[src/rtl/core_ctrl_pkg.sv]
// Shared definitions for the pipeline control logic: opcodes, the NOP encoding,
// sequencer states and the bundle of per-stage enable/flush controls.
package core_ctrl_pkg;

    localparam logic [6:0]  OP_LUI    = 7'b0110111;
    localparam logic [6:0]  OP_AUIPC  = 7'b0010111;
    localparam logic [6:0]  OP_JAL    = 7'b1101111;
    localparam logic [6:0]  OP_R      = 7'b0110011;
    localparam logic [6:0]  OP_S      = 7'b0100011;
    localparam logic [6:0]  OP_B      = 7'b1100011;

    localparam logic [31:0] NOP_INSTR = 32'h00000013;

    typedef enum logic {
        RUN  = 1'b0,
        DROP = 1'b1
    } hz_state_t;

    typedef struct packed {
        logic pc_en;
        logic if_id_en;
        logic if_id_flush;
        logic id_ex_en;
        logic id_ex_flush;
        logic ex_mem_en;
        logic mem_wb_bubble;
    } hz_ctrl_t;

    localparam hz_ctrl_t CTRL_ADVANCE = '{
        pc_en:         1'b1,
        if_id_en:      1'b1,
        if_id_flush:   1'b0,
        id_ex_en:      1'b1,
        id_ex_flush:   1'b0,
        ex_mem_en:     1'b1,
        mem_wb_bubble: 1'b0
    };

    // U/J formats carry no rs1 field; bits [19:15] there are immediate bits.
    function automatic logic uses_rs1(input logic [6:0] opcode);
        return !(opcode == OP_LUI || opcode == OP_AUIPC || opcode == OP_JAL);
    endfunction

    function automatic logic uses_rs2(input logic [6:0] opcode);
        return (opcode == OP_R || opcode == OP_S || opcode == OP_B);
    endfunction

endpackage

[src/rtl/hazard_sat_counter.sv]
// Event counter that sticks at all-ones instead of wrapping.
module hazard_sat_counter #(
    parameter int W = 32
) (
    input  logic         clk,
    input  logic         rst,
    input  logic         inc,
    output logic [W-1:0] count
);

    logic [W-1:0] r_count;

    // NOTE: sequential state is written with <= so every flop samples pre-edge values.
    always_ff @(posedge clk or negedge rst) begin
        if (!rst) begin
            r_count <= '0;
        end else if (inc && (r_count != '1)) begin
            r_count <= r_count + W'(1);
        end
    end

    assign count = r_count;

endmodule

[src/rtl/hazard_ctrl.sv]
// Pipeline sequencer for the 5-stage core: stage enables/flushes from hazard
// priorities, a wrong-path fetch drop FSM, debug counters and a hang watchdog.
module hazard_ctrl
    import core_ctrl_pkg::*;
#(
    parameter int CNT_W   = 32,
    parameter int TIMEOUT = 1024
) (
    input  logic             clk,
    input  logic             rst,
    input  logic [31:0]      if_id_instr,
    input  logic             id_ex_mem_read,
    input  logic [4:0]       id_ex_rd,
    input  logic             ex_branch_taken,
    input  logic             imem_valid,
    input  logic             mem_access,
    input  logic             dmem_ready,
    output logic             pc_en,
    output logic             if_id_en,
    output logic             if_id_flush,
    output logic             id_ex_en,
    output logic             id_ex_flush,
    output logic             ex_mem_en,
    output logic             mem_wb_bubble,
    output logic [CNT_W-1:0] stall_cnt,
    output logic [CNT_W-1:0] flush_cnt,
    output logic             hang_err
);

    localparam int WD_W = $clog2(TIMEOUT + 1);

    hz_state_t       r_state;
    hz_state_t       w_state_nxt;
    hz_ctrl_t        w_ctrl;
    logic            w_redirect;
    logic            w_mem_wait;
    logic            w_load_use;
    logic [6:0]      w_opcode;
    logic [4:0]      w_rs1;
    logic [4:0]      w_rs2;
    logic [WD_W-1:0] r_wd;
    logic            r_hang;

    assign w_opcode   = if_id_instr[6:0];
    assign w_rs1      = if_id_instr[19:15];
    assign w_rs2      = if_id_instr[24:20];
    assign w_mem_wait = mem_access && !dmem_ready;
    assign w_load_use = id_ex_mem_read && (id_ex_rd != 5'd0) &&
                        ((uses_rs1(w_opcode) && (id_ex_rd == w_rs1)) ||
                         (uses_rs2(w_opcode) && (id_ex_rd == w_rs2)));

    always_comb begin
        // NOTE: defaults first so every path assigns every signal and no latch is inferred.
        w_ctrl      = CTRL_ADVANCE;
        w_state_nxt = r_state;
        w_redirect  = 1'b0;

        if (!rst) begin
            w_ctrl      = '0;
            w_state_nxt = RUN;
        end else if (w_mem_wait) begin
            // EX is frozen, so a taken branch there is re-presented after release.
            w_ctrl.pc_en         = 1'b0;
            w_ctrl.if_id_en      = 1'b0;
            w_ctrl.id_ex_en      = 1'b0;
            w_ctrl.ex_mem_en     = 1'b0;
            w_ctrl.mem_wb_bubble = 1'b1;
            if ((r_state == DROP) && imem_valid) begin
                w_state_nxt = RUN;
            end
        end else if (ex_branch_taken) begin
            w_ctrl.if_id_flush = 1'b1;
            w_ctrl.id_ex_flush = 1'b1;
            w_redirect         = 1'b1;
            if ((r_state == DROP) || !imem_valid) begin
                w_state_nxt = DROP;
            end
        end else if (r_state == DROP) begin
            w_ctrl.pc_en       = 1'b0;
            w_ctrl.if_id_flush = 1'b1;
            if (imem_valid) begin
                w_state_nxt = RUN;
            end
        end else if (w_load_use) begin
            w_ctrl.pc_en       = 1'b0;
            w_ctrl.if_id_en    = 1'b0;
            w_ctrl.id_ex_flush = 1'b1;
        end else if (!imem_valid) begin
            w_ctrl.pc_en       = 1'b0;
            w_ctrl.if_id_flush = 1'b1;
        end
    end

    always_ff @(posedge clk or negedge rst) begin
        if (!rst) begin
            r_state <= RUN;
        end else begin
            r_state <= w_state_nxt;
        end
    end

    // Watchdog parks at TIMEOUT; the flag it raises is cleared only by reset.
    always_ff @(posedge clk or negedge rst) begin
        if (!rst) begin
            r_wd   <= '0;
            r_hang <= 1'b0;
        end else if (w_ctrl.pc_en) begin
            r_wd <= '0;
        end else begin
            if (r_wd != WD_W'(TIMEOUT)) begin
                r_wd <= r_wd + WD_W'(1);
            end
            if (r_wd == WD_W'(TIMEOUT - 1)) begin
                r_hang <= 1'b1;
            end
        end
    end

    hazard_sat_counter #(.W(CNT_W)) u_stall_cnt (
        .clk   (clk),
        .rst   (rst),
        .inc   (!w_ctrl.pc_en),
        .count (stall_cnt)
    );

    hazard_sat_counter #(.W(CNT_W)) u_flush_cnt (
        .clk   (clk),
        .rst   (rst),
        .inc   (w_redirect),
        .count (flush_cnt)
    );

    assign pc_en         = w_ctrl.pc_en;
    assign if_id_en      = w_ctrl.if_id_en;
    assign if_id_flush   = w_ctrl.if_id_flush;
    assign id_ex_en      = w_ctrl.id_ex_en;
    assign id_ex_flush   = w_ctrl.id_ex_flush;
    assign ex_mem_en     = w_ctrl.ex_mem_en;
    assign mem_wb_bubble = w_ctrl.mem_wb_bubble;
    assign hang_err      = r_hang;

endmodule

[config.mk]
export PLATFORM = sky130hd
export DESIGN_NAME = hazard_ctrl
export DESIGN_NICKNAME = d
export VERILOG_FILES = /design/src/rtl/core_ctrl_pkg.sv /design/src/rtl/hazard_sat_counter.sv /design/src/rtl/hazard_ctrl.sv
export SDC_FILE = /design/constraint.sdc
export NUM_CORES = 1
export LEC_CHECK = 0
export BUFFER_PORTS_ARGS = -buffer_cell sky130_fd_sc_hd__buf_2
export CAP_MARGIN = 20
export CORE_ASPECT_RATIO = 0.9
export CORE_MARGIN = 5
export CORE_UTILIZATION = 50
export DETAILED_ROUTE_END_ITERATION = 6
export PLACE_DENSITY = 0.78
export RECOVER_POWER = 50
export SYNTH_ARGS = -nofsm -noshare
export SYNTH_HDL_FRONTEND = slang
export SYNTH_SLANG_ARGS = --single-unit
[constraint.sdc]
create_clock -name clk -period 4.21 [get_ports clk]
set_clock_uncertainty 0.15 [all_clocks]
set_input_delay 1.263 -clock clk [delete_from_list [all_inputs] [get_ports clk]]
set_output_delay 1.263 -clock clk [all_outputs]
set_load 0.02 [all_outputs]
### Word level (Yosys, flattened, before mapping)

Index checks and enable logic that the tools add are counted.

* register bits: 77
* latch bits: 0
* memory bits (writable): 0
* ROM bits: 0
* input bits: 44
* output and inout port bits: 72
* word-level logic and storage cells: 75
* memories: 0

* $add $sub $neg: 3
* multiply operators: 0
* divide/modulo/power cells: 0
* order comparisons: 0
* eq/ne operators: 14
* shifts and indexed selects: 0
* multiplexer cells: 30
* bitwise operators: 1
* reduce and logical (&&, ||, !) cells: 22

Operator list (count)
* $add A32 B1 Y32 const B: 2
* $ne A32 B32 Y1 const B: 2
* $mux W1: 24
* $mux W11: 2
* $eq A7 B6 Y1 const B: 3
* $eq A7 B7 Y1 const B: 2
* $add A11 B1 Y11 const B: 1
* $eq A11 B10 Y1 const B: 1
* $ne A11 B11 Y1 const B: 1
* $eq A5 B5 Y1: 2
* $logic_and A1 B1 Y1: 8
* $eq A7 B5 Y1 const B: 1
* $mux W7: 1
* $logic_or A1 B1 Y1: 6
* $mux W2: 3
* $reduce_bool A5 Y1: 1
* $logic_not A1 Y1: 4
* $ne A4 B2 Y1 const B: 1
* $reduce_and A2 Y1: 2
* $ne A3 B2 Y1 const B: 1
* $reduce_bool A2 Y1: 1
* $not A1 Y1: 1

### Logic depth before layout (Yosys ltp)

* depth after elaboration: 14
* gate-level depth with buffers: 8
* depth with buffers taken out: 7

### By module

A second synthesis with hierarchy kept.

* cells, all modules: 412
* area, all modules: 4192.8 µm²

Modules (own cells, without submodules)
* hazard_sat_counter: times used 2, cells each 151, area an instance 1624.1 µm², seq. area each 800.8 µm²
* hazard_ctrl: times used 1, cells each 110, area an instance 944.7 µm², seq. area each 325.3 µm²

### Worst setup path after synthesis

Ideal clock, no wire load.

* kind: input port to output port
* start point: in id_ex_rd[1]
* end point: out pc_en
* arrival: 2754 ps
* data required time: 2797 ps
* setup slack: 43 ps
* stages on the path: 7
* path buffers: 3
* cell sequence: or4_1 o21ai_0 a21oi_1 a21bo_1 buf_6 buf_2 buf_2

* word-level cells in the longest chain between the ends: 9
* elaborated cells between the ends (all ways): 13
* those cells by class: eq/ne (2); mux (5); reduce/logical (6)

Ends and longest elaborated chain
* from (decl): line hazard_ctrl.sv:13 `input logic [4:0] id_ex_rd,`
* $eq A5 B5 Y1, on equally long branches: line hazard_ctrl.sv:49, hazard_ctrl.sv:50
* $logic_and A1 B1 Y1, on equally long branches: line hazard_ctrl.sv:49, hazard_ctrl.sv:50
* $logic_or A1 B1 Y1: line hazard_ctrl.sv:49 `((uses_rs1(w_opcode) && (id_ex_rd == w_rs1)) ||`
* $logic_and A1 B1 Y1 (*): line hazard_ctrl.sv:48 `assign w_load_use = id_ex_mem_read && (id_ex_rd != 5'd0) &&`
* $mux W1 (*): line hazard_ctrl.sv:84 `end else if (w_load_use) begin`
* $mux W1 (*): line hazard_ctrl.sv:78 `end else if (r_state == DROP) begin`
* $mux W2 (*): line hazard_ctrl.sv:71 `end else if (ex_branch_taken) begin`
* $mux W2 (*): line hazard_ctrl.sv:61 `end else if (w_mem_wait) begin`
* $mux W7 (*): line hazard_ctrl.sv:58 `if (!rst) begin`
* to (decl): line hazard_ctrl.sv:18 `output logic pc_en,`

Every way passes the cells marked *; elsewhere a longest branch is shown, timed or not.

### Worst setup path in the final report

* start point: in id_ex_rd[1]
* end point: out if_id_flush

* word-level cells in the longest chain between the ends: 9
* elaborated cells between the ends (all ways): 13
* those cells by class: eq/ne (2); mux (5); reduce/logical (6)

Ends and longest elaborated chain
* $eq A5 B5 Y1, on equally long branches: line hazard_ctrl.sv:49, hazard_ctrl.sv:50
* $logic_and A1 B1 Y1, on equally long branches: line hazard_ctrl.sv:49, hazard_ctrl.sv:50
* $logic_or A1 B1 Y1: line hazard_ctrl.sv:49
* $logic_and A1 B1 Y1 (*): line hazard_ctrl.sv:48
* $mux W1 (*): line hazard_ctrl.sv:84
* $mux W1 (*): line hazard_ctrl.sv:78
* $mux W1 (*): line hazard_ctrl.sv:71
* $mux W1 (*): line hazard_ctrl.sv:61
* $mux W7 (*): line hazard_ctrl.sv:58
* to (decl): line hazard_ctrl.sv:20 `output logic if_id_flush,`

Marks and branches as above.

==> flow_summary.json <==
{
  "worstSetupPathType": "in -> out",
  "synth-edff-count": 0,
  "dpl-instance-area_sq_um": 4650,
  "leakage_nw": 2.21,
  "tritoncts": "yes",
  "grt_util_met3_pct": 5.82,
  "portBuffers": 100,
  "yosysWarningCount": 0,
  "clk_pin_slew_ns": 0.07,
  "dieArea_sq_um": 9960,
  "root_buffer": "clkbuf_8",
  "ys.flop_type": "dfrtp_1",
  "num_io_pins": 116,
  "insertedDiodeCount": 0,
  "initial_core_util_pct": 50.7,
  "setup_viol": 0,
  "cts_max_path_buffers": 2,
  "final_util_pct": 60.9,
  "use_met2_pct": 30.9,
  "layout_common_cells": "77 x dfrtp_1, 77 x buf_2, 47 x xor2_1",
  "antenna_found_initial": 0,
  "critPathCaptureType": "output port",
  "hold_viol": 0,
  "first_global_vias": 3353,
  "areaGrowthSynthToFinish_pct": 20.1,
  "grt_max_degree": 74,
  "status": "complete, but fails checks",
  "grtUsageTotal_pct": 18.5,
  "routedWlPerCell_microns": 14.6,
  "hpwl_microns": 6580,
  "numCtsBuffers": 9,
  "core_area_sq_um": 7950,
  "synth-seq-cells": 77,
  "globalRouteMet1Util_pct": 23.2,
  "instances_no_fill": 616,
  "syn_nets": 449,
  "fin_crit_sh_pct": 99.3,
  "crit_family": "buffers and inverters",
  "async_flop_share_pct": 100,
  "crit_chain": "buf_2 > buf_4 > xor2_1 > nor4_2 > nand2_1 > a211oi_2 > buf_4 > a21o_1 > a21oi_1 > buf_2",
  "crit_arrival_ns": 2.77,
  "die_w_microns": 105,
  "drive_above_1_share_pct": 23.0,
  "nets": 560,
  "dp_cells": 599,
  "drcViolationCount": 0,
  "drt_first_pass_iters": 4,
  "route.vias.total": 3268,
  "final_cell_area_sq_um": 4840,
  "synth_area_sq_um": 4030,
  "relSlewSlack_pct": -16.7,
  "first_iter_violations": 114,
  "rsz0062_at_grt": "yes",
  "grt-ovfl-total": 0,
  "yosysSeqAreaShare_pct": 47.8,
  "ant_nets": 0,
  "die_h_microns": 95.2,
  "slowest_delay_ns": 0.34,
  "tns_ns": 0,
  "syn-instance-count": 401,
  "drv_cap": 1,
  "place_congestion": 0.822,
  "hold_buffers": 0,
  "power_density_nw_per_um2": 471,
  "path_buf_inv": 4,
  "rows": 31,
  "cp_slowest_cell": "nor4_2",
  "grt_first_pass_wirelength_microns": 15200,
  "min_period_ns": 4.18,
  "cp.required_ns": 2.80,
  "ir_drop_mv": 0.401,
  "grt_busiest_layer": "met2",
  "drt-vias-per-instance": 5.31,
  "fmax_mhz": 239,
  "critPathMaxFanout": 3,
  "syn_avg_cell_area_sq_um": 10.1,
  "insertion_delay_ns": 0.35,
  "tightest_slew_ns": 1.75,
  "hold_path.class": "reg -> reg",
  "drv_slew": 74,
  "htree_levels": 3,
  "violations": "capacitance limit, slew limit",
  "critPathLaunchType": "input pin",
  "routed_wl_microns": 8990,
  "yosysUniqueCellTypes": 44,
  "cts.sinks": 77
}
## synth_stat cells, types with 4 or more instances
| cell type | count | area share, % |
|---|---|---|
| a21oi_1 | 6 | 0.75 |
| and3_1 | 12 | 1.9 |
| and4_1 | 6 | 1.3 |
| dfrtp_1 | 77 | 48 |
| ha_1 | 4 | 1.2 |
| inv_1 | 15 | 1.4 |
| nand2_1 | 35 | 3.3 |
| nand3_1 | 33 | 4.1 |
| nand4_1 | 16 | 2.5 |
| nor2_1 | 41 | 3.8 |
| nor3_1 | 18 | 2.2 |
| nor3_2 | 5 | 1.2 |
| nor4_1 | 9 | 1.4 |
| xnor2_1 | 34 | 7.4 |
| xor2_1 | 48 | 10 |
## final cells by class
| type | count | area, sq um |
|---|---|---|
| multi-input combinational | 301 | 2000 |
| clock buffer | 10 | 128 |
| inverter | 15 | 56.3 |
| timing repair buffer | 108 | 541 |
| clock inverter | 6 | 63.8 |
| tap | 99 | 124 |
| sequential | 77 | 1930 |
| fill | 675 | 3110 |
## sequential cells by signal, indices dropped and copies added (netlist names)
name	cells
r_wd	11
hang_err	1
r_state	1
u_stall_cnt.count	32
u_flush_cnt.count	32
## power breakdown
| group | internal (mW) | switching [mW] |
|---|---|---|
| clock | 0.273 | 0.282 |
| combinational | 0.244 | 0.433 |
| sequential | 0.873 | 0.177 |
## worst reg2reg max path, cell delays in order, from the launching register on
cell and delay [ns]:
dfrtp_1 0.44, nand4_1 0.23, nor4_1 0.48, nand2_1 0.11, nor2_1 0.47, buf_4 0.27, nor4_1 0.08, xor2_1 0.16
## per-stage QoR
stage	total power [mW]	setup WS (ns)	hold slack (ns)
final	2.28	0.0295	0.329
after global routing	2.42	-0.0438	0.370
after CTS	2.31	0.0277	0.334
after detailed placement	1.75	-0.103	0.317
after global placement	1.72	-0.114	0.321
after floorplan	1.50	0.0426	0.322
## routing by layer
metal	routed length, microns	part of all wire (%)	vias up
met4	102	1.1	0
li1	-	-	1601
met5	0	0	-
met1	3970	44	1571
met3	602	6.7	12
met2	4320	48	84
## final timing paths
path | depth (start not counted) | from | endpoint | slack, ns
max | 10 | id_ex_rd[1] | if_id_flush | 0.03
max in group asynchronous | 2 | rst | u_stall_cnt.count[25] | 1.43
max reg2reg | 7 | u_stall_cnt.count[15] | u_stall_cnt.count[23] | 1.69
min in group asynchronous | 1 | rst | u_flush_cnt.count[2] | 0.57
min | 2 | hang_err | hang_err | 0.33
min reg2reg | 2 | hang_err | hang_err | 0.33
## cells by family (layout without fill, tap and decap cells)
family	Yosys count	in the layout	synth area share [%]
flops	77	77	47.8
mux	2	2	0.559
buf+inv	23	139	2.89
fa+ha+maj	4	4	1.24
compound gates	14	14	2.27
xor+xnor	82	82	17.8
simple gates	199	199	27.4
## what timing repair did
item,4_1_cts,5_1_grt
pin swaps,3,1
setup buffers,0,1
resized for setup,2,4
endpoints found under the setup margin,3,2
No activity file was read; power rests on OpenSTA's default activity.
